`src/rtl/spm_serializer.sv`:
```
// Parallel-to-serial operand feeder for the SPM carry-save array: LSB first, OUT_CYCLES bits per word.
// Optional macro SIGN_EXT_EN: fill bits past WIDTH repeat the operand's sign bit instead of zero.
module spm_serializer #(
   parameter int WIDTH      = 8,
   parameter int OUT_CYCLES = 2 * WIDTH
) (
   input  logic             clk,
   input  logic             rst,
   input  logic [WIDTH-1:0] x_par,
   input  logic             load_valid,
   output logic             load_ready,
   output logic             bit_out,
   output logic             bit_valid,
   input  logic             bit_ready,
   output logic             busy,
   output logic             done
);

   localparam int            CW   = $clog2(OUT_CYCLES + 1);
   localparam logic [CW-1:0] LAST = CW'(OUT_CYCLES - 1);

   typedef enum logic [1:0] {
      IDLE  = 2'd0,
      SHIFT = 2'd1,
      DONE  = 2'd2
   } state_t;

   state_t           state;
   logic [WIDTH-1:0] sreg;
   logic [CW-1:0]    cnt;
   logic             fill;
   logic [WIDTH-1:0] sreg_next;

   // Handshakes: a word moves on load_valid && load_ready, a bit moves on bit_valid && bit_ready,
   // both at the rising edge; the holder keeps its data stable until that edge.
   assign load_ready = (state == IDLE);
   assign sreg_next  = {fill, sreg[WIDTH-1:1]};

`ifdef SIGN_EXT_EN
   always_ff @(posedge clk) begin
      if (rst) begin
         fill <= 1'b0;
      end else if (state == IDLE && load_valid) begin
         fill <= x_par[WIDTH-1];
      end
   end
`else
   assign fill = 1'b0;
`endif

   // bit_out is kept equal to sreg[0] while in SHIFT by loading it with the next LSB ahead of time.
   always_ff @(posedge clk) begin
      if (rst) begin
         state     <= IDLE;
         sreg      <= '0;
         cnt       <= '0;
         bit_out   <= 1'b0;
         bit_valid <= 1'b0;
         busy      <= 1'b0;
         done      <= 1'b0;
      end else begin
         case (state)
            IDLE: begin
               if (load_valid) begin
                  state     <= SHIFT;
                  sreg      <= x_par;
                  cnt       <= '0;
                  bit_out   <= x_par[0];
                  bit_valid <= 1'b1;
                  busy      <= 1'b1;
                  done      <= 1'b0;
               end
            end
            SHIFT: begin
               if (bit_ready) begin
                  sreg <= sreg_next;
                  cnt  <= cnt + CW'(1);
                  if (cnt == LAST) begin
                     state     <= DONE;
                     bit_out   <= 1'b0;
                     bit_valid <= 1'b0;
                     done      <= 1'b1;
                  end else begin
                     bit_out <= sreg_next[0];
                  end
               end
            end
            DONE: begin
               state <= IDLE;
               done  <= 1'b0;
               busy  <= 1'b0;
            end
            default: begin
               state     <= IDLE;
               bit_out   <= 1'b0;
               bit_valid <= 1'b0;
               busy      <= 1'b0;
               done      <= 1'b0;
            end
         endcase
      end
   end

endmodule

```
`config.mk`:
```
export PLATFORM = sky130hd
export DESIGN_NAME = spm_serializer
export DESIGN_NICKNAME = d
export VERILOG_FILES = /design/src/rtl/spm_serializer.sv
export SDC_FILE = /design/constraint.sdc
export NUM_CORES = 1
export LEC_CHECK = 0
export CORE_ASPECT_RATIO = 0.8
export CORE_MARGIN = 4
export CORE_UTILIZATION = 48
export CTS_CLUSTER_DIAMETER = 50
export DETAILED_ROUTE_END_ITERATION = 8
export PLACE_DENSITY = 0.76
export RECOVER_POWER = 100
export SYNTH_ARGS = -nofsm -noshare
export SYNTH_HDL_FRONTEND = slang
export SYNTH_SLANG_ARGS = --single-unit
```
`constraint.sdc`:
```
create_clock -name clk -period 1.8 [get_ports clk]
set_input_delay 0.45 -clock clk [delete_from_list [all_inputs] [get_ports clk]]
set_output_delay 0.45 -clock clk [all_outputs]
set_load 0.1 [all_outputs]
```
==> results.sh <==
export IMPL_worstSetupPathType="input pin to register"
export IMPL_finalCritPeriodShare_pct=93.1
export IMPL_dp_hpwl_mm=1.33
export IMPL_synth_top_area_share_pct=41.4
export IMPL_cp_data_arrival_time_ns=1.87
export IMPL_power_frac_seq_pct=51.1
export IMPL_clk_pin_slew_ns=0.09
export IMPL_timing_setup_tns_ns=0
export IMPL_die_w_um=54.3
export IMPL_start_util_pct=50.5
export IMPL_min_delay_path_class="register to register"
export IMPL_fp_dieH_um=45.0
export IMPL_hold_path_end="bit_valid$_SDFFE_PP0P_"
export IMPL_regToRegStartpoint="state[0]$_SDFFE_PP0P_"
export IMPL_grt_setup_unrepaired="no"
export IMPL_finalWirelength_mm=1.80
export IMPL_switchingPower_mw=0.252
export IMPL_setup_viol=0
export IMPL_detail_route_antenna_nets=0
export IMPL_placedInstanceArea_sq_um=1080
export IMPL_synth_nets=104
export IMPL_regToRegSetupSlack_ns=0.20
export IMPL_synth_yosys_warnings=0
export IMPL_dp_slack_ns=-0.0912
export IMPL_combinationalPowerShare_pct=24.0
export IMPL_final_cell_area_sq_um=1040
export IMPL_cts_setup_buffers=0
export IMPL_synth_top_area_cell="dfxtp_1"
export IMPL_drtIter0Drc=23
export IMPL_fmax_mhz=597
export IMPL_r2r_end="sreg[1]$_SDFFE_PP0P_"
export IMPL_drc=0
export IMPL_synth_edff_count=0
export IMPL_synthArstFlopShare_pct=0
export IMPL_worst_pin_slew_ns=0.546
export IMPL_min_period_ns=1.68
export IMPL_slew_headroom_pct=63.7
export IMPL_ys_top_cells_by_count="dfxtp_1 (17), a21oi_1 (14), a311oi_1 (6), mux2i_1 (6), o21ai_0 (5)"
export IMPL_yosys_top_cells_area="dfxtp_1 (41%), a21oi_1 (8.5%), mux2i_1 (7.3%)"
export IMPL_n_fill_cell=144
export IMPL_ctsHoldBuffers=0
export IMPL_fin_worst_skew_ns=0.000216
export IMPL_r2r_cells=3
export IMPL_io_buffers=16
export IMPL_vias=747
export IMPL_ys_types=27
export IMPL_gr_total_overflow=0
export IMPL_syn_to_final_growth_pct=26.5
export IMPL_placement_rows=13
export IMPL_insertion_delay_ns=0.29
export IMPL_grt_pass1_wl_mm=3.16
export IMPL_hold_depth=2
export IMPL_p_clk_share_pct=24.9
export IMPL_post_cts_resized=0
export IMPL_netlist_area_sq_um=822
export IMPL_endpoint_kind="register"
export IMPL_root_buffer="clkbuf_4"
export IMPL_synthCells=90
export IMPL_clock_sinks=17
export IMPL_synth_ff_type="dfxtp_1"
export IMPL_nNetsFinal=125
export IMPL_yosys_register_bits=17
export IMPL_hold_violations=0
export IMPL_cts_buffer_depth=2
export IMPL_grt_pass1_vias=723
export IMPL_cts_htree_levels=1
export IMPL_antenna_cells=0
export IMPL_powerDensity_nw_per_um2=786
export IMPL_p_int_mw=0.565
export IMPL_first_pass_iters=3
export IMPL_syn_area_per_cell_sq_um=9.13
export IMPL_drv_cap=0
export IMPL_coreArea_sq_um=1630
export IMPL_drive_above_1_share_pct=17.3
export IMPL_crit_required_ns=1.99
export IMPL_yosys_cell_count_top_type="dfxtp_1"
export IMPL_leakagePower_nw=0.411
export IMPL_gp_congestion=0.764
export IMPL_dieArea_sq_um=2440
export IMPL_antenna_found_initial=0
export IMPL_wl_per_cell_um=13.7
export IMPL_hp_start="bit_valid$_SDFFE_PP0P_"
export IMPL_cts_tree="yes"
export IMPL_cts_buffers_inserted=3
export IMPL_vias_per_cell=5.66
export IMPL_grt_total_usage_pct=17.6
export IMPL_pin_count=17
export IMPL_cp_max_fo=13
export IMPL_grt_max_degree=18
export IMPL_swShare_pct=30.9
export IMPL_yosysSeqAreaShare_pct=41.4
export IMPL_drv_slew=0
export IMPL_worst_ir_drop_vdd_v=0.000676
export IMPL_start_kind="input pin"
export IMPL_status="finished, final reports clean"
export IMPL_power_mw=0.817
export IMPL_worst_slack_ns=0.125
-- power groups by stage --
stage / Clock, mW / Combinational, mW / Sequential (mW)
finish: 0.204 / 0.196 / 0.418
global route: 0.231 / 0.212 / 0.420
CTS: 0.212 / 0.221 / 0.421
detailed placement: 0 / 0.220 / 0.429
global placement: 0 / 0.217 / 0.429
floorplan: 0 / 0.0982 / 0.462
-- logic make-up after synthesis --
logic type	synth area share (%)
flip-flops	41.4
buffers and inverters	5.48
AND/OR/NAND/NOR	16.1
AO/OA/AOI/OAI	23.6
multiplexers	10.3
adder cells (fa/ha/maj)	3.04
-- metrics by stage --
stage	hold WS (ns)	std cells	utilization, %
5_1_grt	0.533	132	63.9
4_1_cts	0.502	132	68.2
6_report	0.492	132	63.9
3_3_place_gp	0.462	128	66.6
2_1_floorplan	0.449	90	-
3_5_place_dp	0.489	128	66.6
-- worst max path at each step --
stage                                      from              endpoint  slack, ns  depth (start not counted)
after global placement               load_valid   cnt[3]$_SDFFE_PP0P_      -0.02                          4
final                                load_valid  sreg[1]$_SDFFE_PP0P_       0.12                          4
after CTS                 state[0]$_SDFFE_PP0P_  sreg[1]$_SDFFE_PP0P_       0.21                          3
after detailed placement             load_valid   cnt[3]$_SDFFE_PP0P_      -0.09                          4
after floorplan               done$_SDFFE_PP0P_            load_ready       0.26                          1
after global routing                 load_valid  sreg[5]$_SDFFE_PP0P_       0.06                          5
-- flip-flops by register name, indices dropped and copies added, names as in the netlist --
name	count
bit_out	1
busy	1
done	1
state	1
sreg	7
cnt	5
bit_valid	1
-- layout make-up --
cell class              count  area (sq um)  share of cell area, %
repair buffers             23           193                   18.5
multi-input cells          64           444                   42.7
flip-flops and latches     17           342                   32.9
well taps                  22          27.5                   2.65
inverters                   2          7.51                  0.722
clock buffers               4          26.3                   2.53
-- cell usage in the layout, fill, tap and decap left out, drive strengths merged, types with 2 or more instances in the layout --
cell           count
dfxtp             17
clkdlybuf4s50     10
buf                7
inv                2
nor2               2
nand3b             2
nor2b              4
ha                 2
nand2              3
mux2i              7
o31ai              2
clkbuf             9
nor3               3
a21oi             14
a311oi             6
o21ai              5
nand3              3
or4                2
o211ai             2
-- worst max-delay path: stages --
cell           delay, ns
dlygate4sd3_1       0.56
buf_4               0.15
mux2_2              0.37
a311oi_1            0.33
-- routing by layer --
layer  track usage, %  up-vias  part of all wire, %
li1                 -      382                    -
met1             22.3      354                   49
met2             29.4       11                   47
met3             5.94        0                  4.0
met4             2.99        0                    0
met5                0        -                    0
No activity file was read; power rests on OpenSTA's default activity.
